### config.mk
export PLATFORM = sky130hd
export DESIGN_NAME = ex_muldiv_unit_flat
export DESIGN_NICKNAME = d
export VERILOG_FILES = /design/src/rtl/ex_muldiv_unit_if.sv /design/src/rtl/ex_muldiv_unit.sv /design/src/flat_wrapper.sv
export SDC_FILE = /design/constraint.sdc
export NUM_CORES = 1
export LEC_CHECK = 0
export BUFFER_PORTS_ARGS = -buffer_cell sky130_fd_sc_hd__buf_2
export CAP_MARGIN = 20
export CORE_UTILIZATION = 35
export DETAILED_ROUTE_END_ITERATION = 10
export PLACE_DENSITY_LB_ADDON = 0.25
export SYNTH_ARGS = -nofsm -noshare
export SYNTH_HDL_FRONTEND = slang
export SYNTH_SLANG_ARGS = --single-unit
### constraint.sdc
create_clock -name clk -period 6.3 [get_ports clk]
set_input_delay 0.63 -clock clk [delete_from_list [all_inputs] [get_ports clk]]
set_output_delay 0.63 -clock clk [all_outputs]
set_load 0.005 [all_outputs]
### src/rtl/ex_muldiv_unit_if.sv
// Handshake and operand bundle between the ID/EX pipeline and the RV32M mul/div unit.
interface ex_muldiv_unit_if #(parameter int WIDTH = 32);
  logic             start;
  logic             flush;
  logic [2:0]       compu_op;
  logic [WIDTH-1:0] src1;
  logic [WIDTH-1:0] src2;
  logic             stall_req;
  logic             busy;
  logic             done;
  logic [WIDTH-1:0] result;

  modport master (output start, flush, compu_op, src1, src2,
                  input  stall_req, busy, done, result);
  modport slave  (input  start, flush, compu_op, src1, src2,
                  output stall_req, busy, done, result);
endinterface

### src/rtl/ex_muldiv_unit.sv
// Iterative RV32M multiply/divide unit for the EX stage (shift-add multiply, restoring divide).
// Optional macro EX_MULDIV_FAST_MUL_EN: single-cycle multiplies; divides stay iterative.
//
// state  | meaning
// IDLE   | waiting for start; launches op or resolves divide special cases / fast multiply
// CALC   | one multiply or divide step per edge, WIDTH steps total
// DONE   | done pulse, result valid; returns to IDLE on next edge
module ex_muldiv_unit #(
  parameter int WIDTH = 32
) (
  input logic          clk,
  input logic          rst,
  ex_muldiv_unit_if.slave bus
);
  localparam int CW = $clog2(WIDTH);
  localparam logic [WIDTH-1:0] MIN_NEG = {1'b1, {(WIDTH-1){1'b0}}};

  localparam logic [2:0] OP_MUL    = 3'd0;
  localparam logic [2:0] OP_MULH   = 3'd1;
  localparam logic [2:0] OP_MULHSU = 3'd2;
  localparam logic [2:0] OP_DIV    = 3'd4;
  localparam logic [2:0] OP_REM    = 3'd6;

  typedef enum logic [1:0] {S_IDLE, S_CALC, S_DONE} state_t;

  state_t             state_q, state_d;
  logic [2:0]         op_q, op_d;
  logic [WIDTH-1:0]   b_q, b_d;
  logic [2*WIDTH-1:0] acc_q, acc_d;
  logic               neg_q, neg_d;
  logic               rneg_q, rneg_d;
  logic [CW-1:0]      count_q, count_d;
  logic [WIDTH-1:0]   result_q, result_d;
  logic               done_q, done_d;

  logic               is_div, s1_signed, s2_signed, sign1, sign2;
  logic [WIDTH-1:0]   a_abs, b_abs;
  logic [WIDTH:0]     mul_sum, div_top, div_diff;
  logic               div_ge;
  logic [2*WIDTH-1:0] mul_next, div_next, step, prod_fix;
  logic [WIDTH-1:0]   quo_fix, rem_fix, final_res;
`ifdef EX_MULDIV_FAST_MUL_EN
  logic [2*WIDTH-1:0] fast_x, fast_y, fast_p;
`endif

  always_comb begin
    is_div    = bus.compu_op[2];
    s1_signed = (bus.compu_op == OP_MULH) || (bus.compu_op == OP_MULHSU) ||
                (bus.compu_op == OP_DIV)  || (bus.compu_op == OP_REM);
    s2_signed = (bus.compu_op == OP_MULH) || (bus.compu_op == OP_DIV) ||
                (bus.compu_op == OP_REM);
    sign1     = s1_signed & bus.src1[WIDTH-1];
    sign2     = s2_signed & bus.src2[WIDTH-1];
    a_abs     = sign1 ? -bus.src1 : bus.src1;
    b_abs     = sign2 ? -bus.src2 : bus.src2;
`ifdef EX_MULDIV_FAST_MUL_EN
    fast_x    = {{WIDTH{sign1}}, bus.src1};
    fast_y    = {{WIDTH{sign2}}, bus.src2};
    fast_p    = fast_x * fast_y;
`endif

    // acc holds {partial product, remaining multiplier} or {partial remainder, dividend/quotient}
    mul_sum   = {1'b0, acc_q[2*WIDTH-1:WIDTH]} + (acc_q[0] ? {1'b0, b_q} : '0);
    mul_next  = {mul_sum, acc_q[WIDTH-1:1]};
    div_top   = acc_q[2*WIDTH-1:WIDTH-1];
    div_diff  = div_top - {1'b0, b_q};
    div_ge    = ~div_diff[WIDTH];
    div_next  = {(div_ge ? div_diff[WIDTH-1:0] : div_top[WIDTH-1:0]),
                 acc_q[WIDTH-2:0], div_ge};
    step      = op_q[2] ? div_next : mul_next;

    prod_fix  = neg_q  ? -step : step;
    quo_fix   = neg_q  ? -step[WIDTH-1:0] : step[WIDTH-1:0];
    rem_fix   = rneg_q ? -step[2*WIDTH-1:WIDTH] : step[2*WIDTH-1:WIDTH];
    if (!op_q[2])
      final_res = (op_q == OP_MUL) ? prod_fix[WIDTH-1:0] : prod_fix[2*WIDTH-1:WIDTH];
    else
      final_res = op_q[1] ? rem_fix : quo_fix;

    state_d  = state_q;
    op_d     = op_q;
    b_d      = b_q;
    acc_d    = acc_q;
    neg_d    = neg_q;
    rneg_d   = rneg_q;
    count_d  = count_q;
    result_d = result_q;
    done_d   = 1'b0;

    case (state_q)
      S_IDLE: begin
        if (bus.start && !bus.flush) begin
          op_d    = bus.compu_op;
          b_d     = b_abs;
          acc_d   = {{WIDTH{1'b0}}, a_abs};
          neg_d   = sign1 ^ sign2;
          rneg_d  = sign1;
          count_d = '0;
          if (is_div && bus.src2 == '0) begin
            result_d = bus.compu_op[1] ? bus.src1 : '1;
            done_d   = 1'b1;
            state_d  = S_DONE;
          end else if (is_div && !bus.compu_op[0] && bus.src1 == MIN_NEG && bus.src2 == '1) begin
            result_d = bus.compu_op[1] ? '0 : MIN_NEG;
            done_d   = 1'b1;
            state_d  = S_DONE;
`ifdef EX_MULDIV_FAST_MUL_EN
          end else if (!is_div) begin
            result_d = (bus.compu_op == OP_MUL) ? fast_p[WIDTH-1:0] : fast_p[2*WIDTH-1:WIDTH];
            done_d   = 1'b1;
            state_d  = S_DONE;
`endif
          end else begin
            state_d = S_CALC;
          end
        end
      end
      S_CALC: begin
        if (bus.flush) begin
          state_d = S_IDLE;
        end else begin
          acc_d   = step;
          count_d = count_q + 1'b1;
          if (count_q == CW'(WIDTH-1)) begin
            result_d = final_res;
            done_d   = 1'b1;
            state_d  = S_DONE;
          end
        end
      end
      default: state_d = S_IDLE;
    endcase
  end

  always_ff @(posedge clk or posedge rst) begin
    if (rst) begin
      state_q  <= S_IDLE;
      op_q     <= '0;
      b_q      <= '0;
      acc_q    <= '0;
      neg_q    <= 1'b0;
      rneg_q   <= 1'b0;
      count_q  <= '0;
      result_q <= '0;
      done_q   <= 1'b0;
    end else begin
      state_q  <= state_d;
      op_q     <= op_d;
      b_q      <= b_d;
      acc_q    <= acc_d;
      neg_q    <= neg_d;
      rneg_q   <= rneg_d;
      count_q  <= count_d;
      result_q <= result_d;
      done_q   <= done_d;
    end
  end

  // Reset gates the stall so the pipeline is released even while start is still held.
  assign bus.stall_req = !rst && ((state_q == S_IDLE && bus.start) || state_q == S_CALC);
  assign bus.busy      = (state_q != S_IDLE);
  assign bus.done      = done_q;
  assign bus.result    = result_q;
endmodule

### src/flat_wrapper.sv
// flat-port wrapper written by rule: the top's interface ports become plain ports
module ex_muldiv_unit_flat 
#(
  parameter int WIDTH = 32
)
  (clk, rst, bus_start, bus_flush, bus_compu_op, bus_src1, bus_src2, bus_stall_req, bus_busy, bus_done, bus_result);
  ex_muldiv_unit_if #(.WIDTH(WIDTH)) bus_i ();
  input logic clk;
  input logic rst;
  input wire logic [$bits(bus_i.start)-1:0] bus_start;
  input wire logic [$bits(bus_i.flush)-1:0] bus_flush;
  input wire logic [$bits(bus_i.compu_op)-1:0] bus_compu_op;
  input wire logic [$bits(bus_i.src1)-1:0] bus_src1;
  input wire logic [$bits(bus_i.src2)-1:0] bus_src2;
  output wire logic [$bits(bus_i.stall_req)-1:0] bus_stall_req;
  output wire logic [$bits(bus_i.busy)-1:0] bus_busy;
  output wire logic [$bits(bus_i.done)-1:0] bus_done;
  output wire logic [$bits(bus_i.result)-1:0] bus_result;
  assign bus_i.start = bus_start;
  assign bus_i.flush = bus_flush;
  assign bus_i.compu_op = bus_compu_op;
  assign bus_i.src1 = bus_src1;
  assign bus_i.src2 = bus_src2;
  assign bus_stall_req = bus_i.stall_req;
  assign bus_busy = bus_i.busy;
  assign bus_done = bus_i.done;
  assign bus_result = bus_i.result;
  ex_muldiv_unit #(.WIDTH(WIDTH)) u_core (.clk(clk), .rst(rst), .bus(bus_i));
endmodule
Word level (Yosys, flattened, before mapping)
Cells that the tools add are included.
{"block": "op_classes", "add_sub_neg": 8, "eq_ne": 13, "mux": 37, "bitwise": 4, "reduce_logical": 25}
{"cell": "$mux 32", "count": 16}
{"cell": "$mux 64", "count": 4}
{"cell": "$neg 32->32", "count": 4}
{"cell": "$pmux 64 s2", "count": 1}
{"cell": "$eq 32x32->1 const B", "count": 2}
{"cell": "$neg 64->64", "count": 1}
{"cell": "$pmux 32 s2", "count": 1}
{"cell": "$add 32x33->33", "count": 1}
{"cell": "$sub 33x32->33", "count": 1}
{"cell": "$logic_not 32->1", "count": 1}
{"cell": "$mux 2", "count": 5}
{"cell": "$mux 5", "count": 2}
{"cell": "$pmux 5 s2", "count": 1}
{"cell": "$logic_and 1x1->1", "count": 7}
{"cell": "$eq 3x3->1 const B", "count": 2}
{"cell": "$logic_or 1x1->1", "count": 6}
{"cell": "$add 5x1->5 const B", "count": 1}
{"cell": "$eq 5x5->1 const B", "count": 1}
{"cell": "$mux 1", "count": 5}
{"cell": "$reduce_and 5->1", "count": 1}
{"cell": "$ne 2x1->1 const B", "count": 2}
{"cell": "$pmux 2 s2", "count": 1}
{"cell": "$reduce_and 2->1", "count": 2}
{"cell": "$reduce_bool 2->1", "count": 2}
{"cell": "other kinds (14)", "count": 17}
{"block": "word_totals", "regBits": 141, "out_inout_bits": 35, "wordCells": 96}

Depth between registers and ports, before layout
{"block": "logic_depth", "depth_word": 10, "depth_mapped": 24, "depth_no_buf": 23}

Least setup slack after synthesis
OpenSTA, ideal clock, no wires.
{"block": "synth_timing", "kind": "register to register", "startpoint": "reg u_core.acc_q[31]", "endpoint": "reg u_core.result_q[24], in the netlist u_core.bus.result[24]", "setup_ns": 0.126, "arrival_ns": 5.110, "required_ns": 6.174, "slack_ns": 1.064, "path_stages_with_launch": 25, "n_path_buf": 3, "synth_period_minus_slack_ns": 5.236, "path_cell_list": "dfrtp_1 -> inv_1 -> ha_1 -> fa_1 -> nand2b_1 -> a211oi_2 -> o21bai_1 -> o21a_2 -> o21a_4 -> nor2_4 -> buf_2 -> clkbuf_1 -> nand2_1 -> o21ai_0 -> a21oi_1 -> inv_1 -> ha_1 -> o31ai_1 -> or3_1 -> clkbuf_1 -> or4_1 -> o31ai_2 -> xnor2_1 -> nor2_1 -> o32a_1"}
{"block": "synth_between", "elab_chain_cells": 10, "elab_cells_between_ends": 16, "cone_classes": "add/sub (4); mux (11); bitwise (1)"}
{"item": "start: declaration", "line": "ex_muldiv_unit.sv:29", "rtl": "logic [2*WIDTH-1:0] acc_q, acc_d;"}
{"item": "start signal: assignment", "line": "ex_muldiv_unit.sv:140", "rtl": "acc_q <= '0;"}
{"item": "start signal: assignment", "line": "ex_muldiv_unit.sv:150", "rtl": "acc_q <= acc_d;"}
{"item": "$sub 33x32->33", "line": "ex_muldiv_unit.sv:66", "rtl": "div_diff = div_top - {1'b0, b_q};"}
{"item": "$mux 32 / $not 1->1 (equally long branches)", "line": "ex_muldiv_unit.sv:68, ex_muldiv_unit.sv:67"}
{"item": "$mux 64 *", "line": "ex_muldiv_unit.sv:70", "rtl": "step = op_q[2] ? div_next : mul_next;"}
{"item": "$neg 64->64, or another cell as far along", "line": "ex_muldiv_unit.sv:72", "rtl": "prod_fix = neg_q ? -step : step;"}
{"item": "$mux 64, or another cell as far along", "line": "ex_muldiv_unit.sv:72"}
{"item": "$mux 32 (on tied branches)", "line": "ex_muldiv_unit.sv:76, ex_muldiv_unit.sv:78"}
{"item": "$mux 32 *", "line": "ex_muldiv_unit.sv:75", "rtl": "if (!op_q[2])"}
{"item": "$mux 32 *", "line": "ex_muldiv_unit.sv:124", "rtl": "if (count_q == CW'(WIDTH-1)) begin"}
{"item": "$mux 32 *", "line": "ex_muldiv_unit.sv:119", "rtl": "if (bus.flush) begin"}
{"item": "$pmux 32 s2 *", "line": "ex_muldiv_unit.sv:90", "rtl": "case (state_q)"}
{"item": "end signal: assignment", "line": "ex_muldiv_unit.sv:154", "rtl": "result_q <= result_d;"}
{"item": "end: declaration", "line": "ex_muldiv_unit.sv:33", "rtl": "logic [WIDTH-1:0] result_q, result_d;"}
Every way passes the cells marked *; elsewhere a longest branch is shown, timed or not. The select of a mux whose other input is x is not followed.
A chain may end at the register's enable or synchronous reset.

Final worst setup path
{"block": "layout_timing", "startpoint": "reg u_core.acc_q[31]", "endpoint": "reg u_core.result_q[26], in the netlist u_core.bus.result[26]"}
The elaborated chain is that of the path after synthesis.

==> summary.md <==
| Metric | Value |
|---|---|
| ANT nets after route | `0` |
| CP Capture Type | `flop` |
| Cts hold-fix bufs | `0` |
| Post-Synth XOR/XNOR Area | `9.772%` |
| Worst R2R Start | `u_core.acc_q[31]` |
| Critical path arrival | `6.30 ns` |
| Die area | `46440 um2` |
| Gate power share | `62.1%` |
| Overflow after GRT | `0` |
| P_int | `3.065 mW` |
| Worst setup endpoint | `u_core.bus.result[26]` |
| M2 GR Usage | `45.43%` |
| Tot Pwr | `6.316 mW` |
| Leading post-synthesis cells by cell area | `dfrtp_1 (22%), a21oi_1 (6.3%), o21ai_0 (6.1%)` |
| Post-DP HPWL | `52790 um` |
| Count leader, synth | `nor2_1` |
| FF+latch area | `3533 um2` |
| Wirelength per Cell | `24.12 um` |
| Post-synth top area cell | `dfrtp_1` |
| Global-route met3 utilization | `5.046%` |
| TritonCTS clock tree | `yes` |
| Most frequent cells after synthesis | `nor2_1 (220), nand2_1 (218), a21oi_1 (200)` |
| Post-CTS Resized | `0` |
| VDD IR max | `187.9 uV` |
| Vias per cell | `6.183` |
| Post-synthesis mux area share | `4.008%` |
| Placement-stage cell area | `17190 um2` |
| Register bit total from synthesis | `141` |
| Initial antenna violation count | `2` |
| CTS Buffer Depth | `2` |
| Final Skew | `0.01487 ns` |
| Nets | `2366` |
| Power Density | `354.9 nW/um2` |
| Final hold violations | `0` |
| Sequential Power Share | `20.7%` |
| Core Area | `44610 um2` |
| Critical Path RT | `6.69 ns` |
| Clock power share | `17.1%` |
| Synth Instances | `2166` |
| M1 GR Usage | `39.94%` |
| Horiz. Die Dim | `215.5 um` |
| Final wirelength | `68190 um` |
| Minimum clock period after layout | `5.913 ns` |
| Vias in the first global route | `16.44k` |
| Fin Setup TNS | `0 ns` |
| DRT iter0 DRCs | `1923` |
| Via count | `17.48k` |
| Final Wtd Congestion | `1.025` |
| Crit-path max FO | `8` |
| Compound-Gate Fraction of Synth Area | `28.82%` |
| Max cap viols | `0` |
| R2R cell count | `22` |
| Actual slew at the worst max-slew pin | `1.098 ns` |
| EDFF count, synth | `0` |
| Root buffer cell | `clkbuf_16` |
| I/O pin cnt | `106` |
| Critical path startpoint category | `flop` |
| Pleak | `7.325 nW` |
| Post CTS Setup Buffer Count | `0` |
| H-Tree Depth | `4` |
| Cell Rows | `77` |
| Setup CP Type | `reg -> reg` |
| Status | `finished, final reports clean` |
| Port bufs | `105` |
| Clk slew on worst S/H paths | `0.06 ns` |
| Min-Delay Path Class | `in -> async` |
| GRT Total Usage | `29.14%` |
| Worst R2R Setup Slack | `0.39 ns` |
| Netlist cell types | `102` |
| Clock Latency Late Sink | `0.48 ns` |
| Simple-Gate Fraction of Synth Area | `24.53%` |
| Switch share | `51.48%` |
| Asr flop ratio synth | `100.0%` |
| Initial Util | `35.77%` |
| Largest net degree at the start of global routing | `87` |
| Synth Cell Area | `15950 um2` |
| Largest family of logic cells by synthesized area | `compound AO/OA/AOI/OAI gates` |
| Syn nets | `2310` |
| Top-area cell type share of the netlist area | `22.12%` |
| Die Y | `215.5 um` |
| FMAX | `0.1691 GHz` |
| Unrepaired setup endpoints after global routing | `no` |
| Fin crit share | `93.85%` |
| GR peak layer | `met2` |
| Max-slew headroom at the worst pin | `26.27%` |
| Crit Reg-Reg Endpoint | `u_core.bus.result[26]` |
| Final-report max-slew violation count | `0` |
| Final core utilization | `39.89%` |
| Post-Synth Adder-Cell Area | `5.819%` |
| # setup viols final | `0` |
| Area occupied by multi-input gates | `11650 um2` |
| Syn avg cell area | `7.366 um2` |
| Ys flop type | `dfrtp_1` |
| Synth-to-layout area growth | `11.54%` |
| TritonRoute pass-1 iters | `7` |
| First-pass GRT wire length | `103300 um` |
| Cell area after layout | `17790 um2` |
| Critical Path Source | `u_core.acc_q[31]` |
| P_sw | `3.251 mW` |
| Yosys warns | `0` |
| CTS Buf Count | `17` |
| Fill cells | `4622` |
| ANT cells | `0` |
| Clock tree sinks | `141` |
| Share of post-route cells with drive strength above 1 | `12.13%` |
| DRC | `0` |
| Part of the Yosys area used for sequential elements | `22.12%` |
[power groups by stage]
| stage | logic (mW) | clock network (mW) | registers (mW) |
|---|---|---|---|
| 5_1_grt | 4.21 | 1.13 | 1.33 |
| 2_1_floorplan | 2.61 | 0 | 1.21 |
| 3_5_place_dp | 3.82 | 0 | 1.31 |
| 3_3_place_gp | 3.81 | 0 | 1.31 |
| 6_report | 3.92 | 1.08 | 1.31 |
| 4_1_cts | 3.84 | 1.10 | 1.30 |
[final cells by class]
cell class | instances | share of cell area [%]
Multi-Input combinational cell | 1826 | 65.45
Clock inverter | 9 | 0.6188
Inverter | 67 | 1.441
Clock buffer | 23 | 2.742
Sequential cell | 141 | 19.86
Timing Repair Buffer | 169 | 5.724
Tap cell | 592 | 4.163
[per-layer routing]
metal / wire (um) / vias up
li1: - / 8055
met1: 29690 / 8417
met2: 30310 / 884
met3: 5726 / 122
met4: 2467 / 0
met5: 0 / -
[worst max-delay path, cell delays in order (launching register included)]
cell	delay (ns)
dfrtp_1	0.38
inv_1	0.09
ha_1	0.22
fa_1	0.43
nand2b_1	0.22
a211oi_2	0.28
o21bai_1	0.21
o21a_2	0.31
o2bb2ai_4	0.18
nor3_2	0.10
nor2_1	0.19
ha_1	0.21
nor2b_1	0.14
o21ai_0	0.18
nor2_1	0.25
inv_1	0.12
or3_1	0.46
or3_1	0.54
or4b_1	0.55
o31ai_1	0.31
xnor2_1	0.16
a21oi_1	0.09
o22ai_1	0.20
[cells by family (layout without fill, tap and decap cells)]
group           after synthesis  count (layout)
simple gates                797             797
compound gates              716             716
buf+inv                     199             268
xor+xnor                    178             178
flops                       141             141
fa+ha+maj                    73              73
mux                          62              62
[per-stage QoR]
stage	hold slack [ns]	setup slack [ns]	cells
global route	0.3220	0.00007550	2827
floorplan	0.4669	1.064	2166
CTS	0.3302	0.4448	2826
detailed placement	0.4979	0.4734	2794
finish	0.2589	0.3875	2827
global placement	0.4853	0.5239	2794
[placed cells by master (no fill, tap or decap), types with 9 or more instances in the layout]
| cell type | synthesis | final |
|---|---|---|
| nor2_1 | 220 | 220 |
| nand2_1 | 218 | 218 |
| a21oi_1 | 200 | 200 |
| o21ai_0 | 193 | 193 |
| dfrtp_1 | 141 | 139 |
| buf_2 | 19 | 105 |
| xnor2_1 | 101 | 101 |
| xor2_1 | 77 | 77 |
| ha_1 | 71 | 71 |
| nor3_1 | 64 | 64 |
| inv_1 | 64 | 63 |
| buf_4 | 2 | 62 |
| and2_1 | 47 | 47 |
| mux2i_1 | 47 | 47 |
| a31oi_1 | 36 | 36 |
| o211ai_1 | 35 | 35 |
| or3_1 | 36 | 35 |
| nand4_1 | 32 | 32 |
| nand3_1 | 30 | 30 |
| nor4_1 | 28 | 28 |
| nand2b_1 | 25 | 24 |
| a211oi_1 | 24 | 24 |
| o31ai_1 | 24 | 24 |
| a21o_1 | 23 | 23 |
| a22o_1 | 21 | 21 |
| nor2b_1 | 18 | 18 |
| clkbuf_16 | 0 | 17 |
| mux2_2 | 15 | 15 |
| o21ai_1 | 12 | 12 |
| and3_1 | 12 | 12 |
| or2_2 | 12 | 12 |
| o41ai_1 | 12 | 12 |
| or4_1 | 11 | 11 |
| o21bai_1 | 10 | 10 |
| o21a_1 | 10 | 10 |
| o221ai_1 | 9 | 9 |
| nand3b_1 | 9 | 9 |
| a211o_1 | 9 | 9 |
[flip-flops by register name (all words and copies together) (netlist names), 2 cells and up]
signal,flops
u_core.state_q,2
u_core.bus.result,32
u_core.op_q,3
u_core.count_q,5
u_core.b_q,32
u_core.acc_q,64
[worst min path at each step]
stage	cells past startpoint	from	endpoint	slack (ns)
final	2	rst	u_core.state_q[1]	0.26
after global routing	2	rst	u_core.state_q[1]	0.32
after CTS	2	rst	u_core.bus.result[25]	0.33
after detailed placement	2	u_core.bus.result[19]	u_core.bus.result[19]	0.50
after global placement	1	u_core.count_q[0]	u_core.count_q[0]	0.49
after floorplan	1	u_core.count_q[0]	u_core.count_q[0]	0.47
(Power assumes the default switching activity.)
